**src/rtl/overlay_pkg.sv**
```systemverilog
// Shared definitions for the overlay shift-chain access blocks.
package overlay_pkg;

  localparam int unsigned BYTE_W = 8;
  localparam int unsigned IDX_W  = 3;

  localparam logic [1:0] ST_IDLE  = 2'd0;
  localparam logic [1:0] ST_SHIFT = 2'd1;
  localparam logic [1:0] ST_SEND  = 2'd2;

endpackage

```
**src/rtl/shift_readback.sv**
```systemverilog
// Reads the overlay shift chain tail out LSB-first, packing bits into bytes
// handed to the UART transmitter over a valid/ready handshake.
module shift_readback
  import overlay_pkg::*;
#(
  parameter int unsigned CNT_W       = 16,
  parameter bit          RECIRCULATE = 1'b1
) (
  input  logic              SCLK,
  input  logic              RESET,
  input  logic              START,
  input  logic [CNT_W-1:0]  BIT_COUNT,
  output logic              BUSY,
  output logic              DONE,
  input  logic              SHIFT_TAIL,
  output logic              SHIFT_HEAD,
  output logic              SHIFT_ENABLE,
  input  logic              UART_READY,
  output logic              TX_VALID,
  output logic [BYTE_W-1:0] TX_DATA
);

  logic [1:0]        state_q, state_d;
  logic [CNT_W-1:0]  rem_q, rem_d;
  logic [IDX_W-1:0]  idx_q, idx_d;
  logic [BYTE_W-1:0] byte_q, byte_d;
  logic              done_q, done_d;
  logic              busy_q, busy_d;
  logic              shift_en_q, shift_en_d;
  logic              tx_valid_q, tx_valid_d;

  // Next-state and datapath; the chain only advances in SHIFT, so a pending byte stalls it.
  always_comb begin
    state_d = state_q;
    rem_d   = rem_q;
    idx_d   = idx_q;
    byte_d  = byte_q;
    done_d  = 1'b0;
    unique case (state_q)
      ST_IDLE: begin
        if (START) begin
          if (BIT_COUNT != '0) begin
            rem_d   = BIT_COUNT;
            idx_d   = '0;
            byte_d  = '0;
            state_d = ST_SHIFT;
          end else begin
            done_d = 1'b1;
          end
        end
      end
      ST_SHIFT: begin
        byte_d[idx_q] = SHIFT_TAIL;
        rem_d         = rem_q - CNT_W'(1);
        idx_d         = idx_q + IDX_W'(1);
        if ((idx_q == IDX_W'(BYTE_W - 1)) || (rem_q == CNT_W'(1))) begin
          state_d = ST_SEND;
        end
      end
      ST_SEND: begin
        if (UART_READY) begin
          if (rem_q == '0) begin
            state_d = ST_IDLE;
            done_d  = 1'b1;
          end else begin
            byte_d  = '0;
            idx_d   = '0;
            state_d = ST_SHIFT;
          end
        end
      end
      default: state_d = ST_IDLE;
    endcase
    busy_d     = (state_d != ST_IDLE);
    shift_en_d = (state_d == ST_SHIFT);
    tx_valid_d = (state_d == ST_SEND);
  end

  always_ff @(posedge SCLK or negedge RESET) begin
    if (!RESET) begin
      state_q    <= ST_IDLE;
      rem_q      <= '0;
      idx_q      <= '0;
      byte_q     <= '0;
      done_q     <= 1'b0;
      busy_q     <= 1'b0;
      shift_en_q <= 1'b0;
      tx_valid_q <= 1'b0;
    end else begin
      state_q    <= state_d;
      rem_q      <= rem_d;
      idx_q      <= idx_d;
      byte_q     <= byte_d;
      done_q     <= done_d;
      busy_q     <= busy_d;
      shift_en_q <= shift_en_d;
      tx_valid_q <= tx_valid_d;
    end
  end

  assign BUSY         = busy_q;
  assign DONE         = done_q;
  assign SHIFT_ENABLE = shift_en_q;
  assign TX_VALID     = tx_valid_q;
  assign TX_DATA      = byte_q;
  // Feeding the tail back into the head makes a full-length readback non-destructive.
  assign SHIFT_HEAD   = (RECIRCULATE && shift_en_q) ? SHIFT_TAIL : 1'b0;

endmodule

```
**config.mk**
```make
export PLATFORM = sky130hd
export DESIGN_NAME = shift_readback
export DESIGN_NICKNAME = d
export VERILOG_FILES = /design/src/rtl/overlay_pkg.sv /design/src/rtl/shift_readback.sv
export SDC_FILE = /design/constraint.sdc
export NUM_CORES = 1
export LEC_CHECK = 0
export BUFFER_PORTS_ARGS = -buffer_cell sky130_fd_sc_hd__buf_2
export CAP_MARGIN = 25
export CORE_MARGIN = 2
export CORE_UTILIZATION = 56
export CTS_CLUSTER_SIZE = 16
export DETAILED_ROUTE_END_ITERATION = 16
export GPL_TIMING_DRIVEN = 0
export PLACE_DENSITY = 0.86
export RECOVER_POWER = 100
export SKIP_LAST_GASP = 1
export SLEW_MARGIN = 20
export SYNTH_ARGS = -nofsm -noshare
export SYNTH_HDL_FRONTEND = slang
export SYNTH_SLANG_ARGS = --single-unit
export TNS_END_PERCENT = 1
```
**constraint.sdc**
```tcl
create_clock -name SCLK -period 2.78 [get_ports SCLK]
set_clock_uncertainty 0.1 [all_clocks]
set_input_delay 0.278 -clock SCLK [delete_from_list [all_inputs] [get_ports SCLK]]
set_output_delay 0.278 -clock SCLK [all_outputs]
set_load 0.1 [all_outputs]
```
# Yosys cells after proc, flatten, opt, wreduce, memory -nomap -nowiden
# Index checks and enable logic that the tools add are counted.
# classes
add_sub_neg	2
magnitude_cmp	2
eq_ne	10
n_mux	28
n_reduce_logical	10
# ops
cell	n
2-to-1 mux 16 bit	2
2-to-1 mux 8 bit	4
case mux 16 bit (2 select lines)	1
case mux 8 bit (3 select lines)	1
== test 16 x 1 -> 1 bit, second input constant	1
logical NOT 16 bit	1
nonzero test 16 bit	1
subtractor 16 x 1 -> 16 bit, second input constant	1
2-to-1 mux 3 bit	4
case mux 3 bit (3 select lines)	1
bitwise mux 8 bit	1
2-to-1 mux 2 bit	4
!= test 2 bit, second input constant	4
2-to-1 mux 1 bit	7
case mux 2 bit (3 select lines)	1
AND reduction 5 bit	1
== test 2 x 1 -> 1 bit, second input constant	2
== test 2 bit, second input constant	2
< comparator 3 x 4 -> 1 bit, second input constant	1
nonzero test 2 bit	2
adder 3 x 1 -> 3 bit, second input constant	1
demux 1 bit (select 3 bit)	1
== test 3 bit, second input constant	1
greater-or-equal comparator 3 x 1 -> 1 bit, second input constant	1
6 further kinds	6
# word_totals
register_bits	33

# Logic depth before layout (Yosys ltp)
# depth
depth_word	6
ltp_mapped	7
depth_no_buf	7

# Least setup slack after synthesis
# OpenSTA, ideal clock, no wires.
# synth_path
kind	flip-flop to flip-flop
from	register rem_q[0]
to	register idx_q[0]
setup_ns	0.065
arrival_time_ns	2.118
path_slack_ns	0.496
stages_incl_launch_ff	8
path_buffers	0
synth_period_minus_slack_ns	2.284
cell_sequence	dfrtp_1 inv_1 ha_1 nor3b_1 nand3_1 o311a_1 nor2_1 mux2_2
# synth_via
elab_chain_cells	3
# synth_rtl
item	line	text
from (decl)	shift_readback.sv:24	logic [CNT_W-1:0] rem_q, rem_d;
from (signal assigned)	shift_readback.sv:91	rem_q <= rem_d;
logical NOT 16 bit	shift_readback.sv:62	if (rem_q == '0) begin
!= test 2 bit (no line)	-	
AND reduction 5 bit (no line)	-	
to (signal assigned)	shift_readback.sv:92	idx_q <= idx_d;
to (decl)	shift_readback.sv:25	logic [IDX_W-1:0] idx_q, idx_d;
# Every way passes these cells.
# A chain may end at the register's enable or synchronous reset.

# Final worst setup path
# Ends and elaborated chain as after synthesis.

==> results.cfg <==
[synthesis]
syn_area_mm2 = 0.002021
synth.distinct_cells = 52
avgSynthCellArea_um2 = 9.269
synth.top_cell.area_share_pct = 40.87
syn_nets = 243
synth_most_common_cell = dfrtp_1
ys_warn_count = 0
synth_edf_count = 0
ys_seq_area_share_pct = 40.87
ys.flop_type = dfrtp_1
synth_common_cells = dfrtp_1 (33), o21ai_0 (17), nand2_1 (15)
synth_largest_area_cell = dfrtp_1
synthArstFlopShare_pct = 100.0
synthCells = 218
synth_area_leaders = dfrtp_1 (41%), o21ai_0 (4.2%), o2bb2ai_1 (3.5%)
ys_seq_elements = 33

[pwr]
power_w = 0.002736
switchingPower_w = 0.001387
internal_power_w = 0.001349
p_sw_share_pct = 50.70
combPwrFrac_pct = 53.6
p_leak_nw = 0.9220
ir_worst_vdd_uv = 722.9
power_frac_seq_pct = 32.2
pwr_density_cell_mw_per_mm2 = 1189
pwr-share-clk_pct = 14.1

[cells_and_area]
fillCellCount = 301
layout.nets = 284
drive_gt1_share_pct = 14.62
synthToLayoutAreaGrowth_pct = 13.87
seqCellArea_um2 = 825.8
final_cell_area_mm2 = 0.002301
antenna_cells = 0
multi_input_comb_area_mm2 = 0.001097
utilization_pct = 67.88

[die]
rows = 21
die_x_um = 64.07
io_pins = 34
die_y_um = 64.07
dieArea_mm2 = 0.004105
initial_utilization_pct = 59.62
core_mm2 = 0.003390

[sta]
worst-slew-pin-transition_ns = 1.773
period_share_pct = 93.81
rsz0062_at_grt = no
report.final.slew_viol_count = 34
min_period_ns = 2.608
tns_ns = 0
hold_viol = 0
fmax_mhz = 383.4
setup_viol_count_final = 0
setup_ws_ns = 0.1720
slew_headroom_pct = -18.20

[clock_tree]
cts-root-buf = clkbuf_4
cts_buffers = 5
clock_path_buffers = 2
cts_tree = yes
cts.reportedPaths.clkPinSlew_ns = 0.13
clock-sinks = 33
htree_levels = 2
clock_latency_ns = 0.35

[drt]
avgViaCountPerCell = 6.464
drc = 0
drt_pass1_iterations = 5
drtIter0Drc = 248
wl_per_cell_um = 17.04
num_vias = 1978
final_antenna_net_count = 0
routed_wl_um = 5213

[status]
status = complete, but fails checks
failed_checks = max-capacitance violations, max-slew violations

[worst_setup_path]
critPathLaunchType = flop
timing.rr.start = rem_q[0]$_DFFE_PN0P_
worstPathRequired_ns = 2.96
crit_arrival_ns = 2.79
cp_max_fo = 9
crit_type = reg -> reg
critPathLaunch = rem_q[0]$_DFFE_PN0P_
cp-end-kind = flop

[grt]
grt_overflow = 0
grt_pass1_vias = 1860
antenna_found_initial = 0
grt_max_degree = 34
track_usage_pct = 27.37
grt_pass1_wl_um = 8756

[placement]
dpl_cell_area_mm2 = 0.002243
portBuffers = 33
place_congestion = 0.9266
hpwlAfterDp_um = 3660
dp_slack_ns = -0.08486

[job]
max-cap-violations = 1

[hold_path]
worstHoldStart = BIT_COUNT[12]
hold_class = in -> reg
## sequential cells by signal (all words and copies together) (netlist names)
register / flops
rem_q: 16
TX_DATA: 8
idx_q: 3
state_q: 2
BUSY: 1
DONE: 1
SHIFT_ENABLE: 1
TX_VALID: 1
## kinds of logic after synthesis
family | synth area share [%]
buf+inv | 4.272
simple gates | 24.65
mux | 1.672
compound gates | 25.20
fa+ha+maj | 2.477
xor+xnor | 0.8670
flops | 40.87
## worst max-delay path, cell delays in order (launching register included)
cell	delay, ns
dfrtp_1	0.46
inv_1	0.09
ha_1	0.20
nor3b_2	0.40
nand3_1	0.28
o311a_1	0.54
nor2_2	0.28
mux2_2	0.20
## routing by layer
| metal | share of wire [%] | vias up | track usage, % | wire length [um] |
|---|---|---|---|---|
| met5 | 0 | - | 0 | 0 |
| met4 | 2.9 | 0 | 12.77 | 152 |
| met3 | 10 | 23 | 4.401 | 526 |
| met2 | 45 | 123 | 40.36 | 2324 |
| met1 | 42 | 921 | 39.36 | 2210 |
| li1 | - | 911 | - | - |
## power groups by stage
stage	clock network, W	registers [W]	logic, W
2_1_floorplan	0	0.00123	0.000803
3_3_place_gp	0	0.000872	0.00144
3_5_place_dp	0	0.000878	0.00147
4_1_cts	0.000386	0.000874	0.00148
5_1_grt	0.000403	0.000909	0.00160
6_report	0.000387	0.000882	0.00147
## per-stage QoR
| stage | hold WS (ns) | cells |
|---|---|---|
| after floorplan | -0.1176 | 218 |
| after global placement | 0.2822 | 297 |
| after detailed placement | 0.2867 | 297 |
| after CTS | 0.07764 | 306 |
| after global routing | 0.09265 | 306 |
| final | 0.06555 | 306 |
## area by class of cell
class,count,share of cell area (%)
inverter,5,0.8157
clock inverter,1,1.305
tap,46,2.501
timing repair buffer,34,6.852
buffer,13,2.556
sequential,33,35.89
multi-input combinational,167,47.69
clock buffer,7,2.393
## cell usage in the layout (no fill, tap or decap), drive strengths merged, types with 7 or more instances in the layout
cell      n
clkbuf   34
dfrtp    33
o21ai    19
buf      19
nand2    15
nor2     14
a21oi    13
nor3     10
nand3     8
o2bb2ai   8
nor4      7
or4       7
## path summary, 6_finish.rpt
kind / end / slack [ns] / cells after the start
max reg2reg: idx_q[0]$_DFFE_PN0P_ / 0.17 / 7
max in group asynchronous: rem_q[7]$_DFFE_PN0P_ / 0.71 / 2
min in group asynchronous: rem_q[13]$_DFFE_PN0P_ / 0.82 / 2
min reg2reg: TX_DATA[6]$_DFFE_PN0P_ / 0.40 / 1
min: rem_q[12]$_DFFE_PN0P_ / 0.07 / 2
max: idx_q[0]$_DFFE_PN0P_ / 0.17 / 7
## timing repair
action / CTS / global route
buffers inserted: 0 / 0
gates resized for setup: 1 / 1
hold endpoints to repair: 33 / 0
cloned: 0 / 0
hold buffers: 1 / 0
endpoints found under the setup margin: 5 / 5
Power figures use the tool's default switching activity.
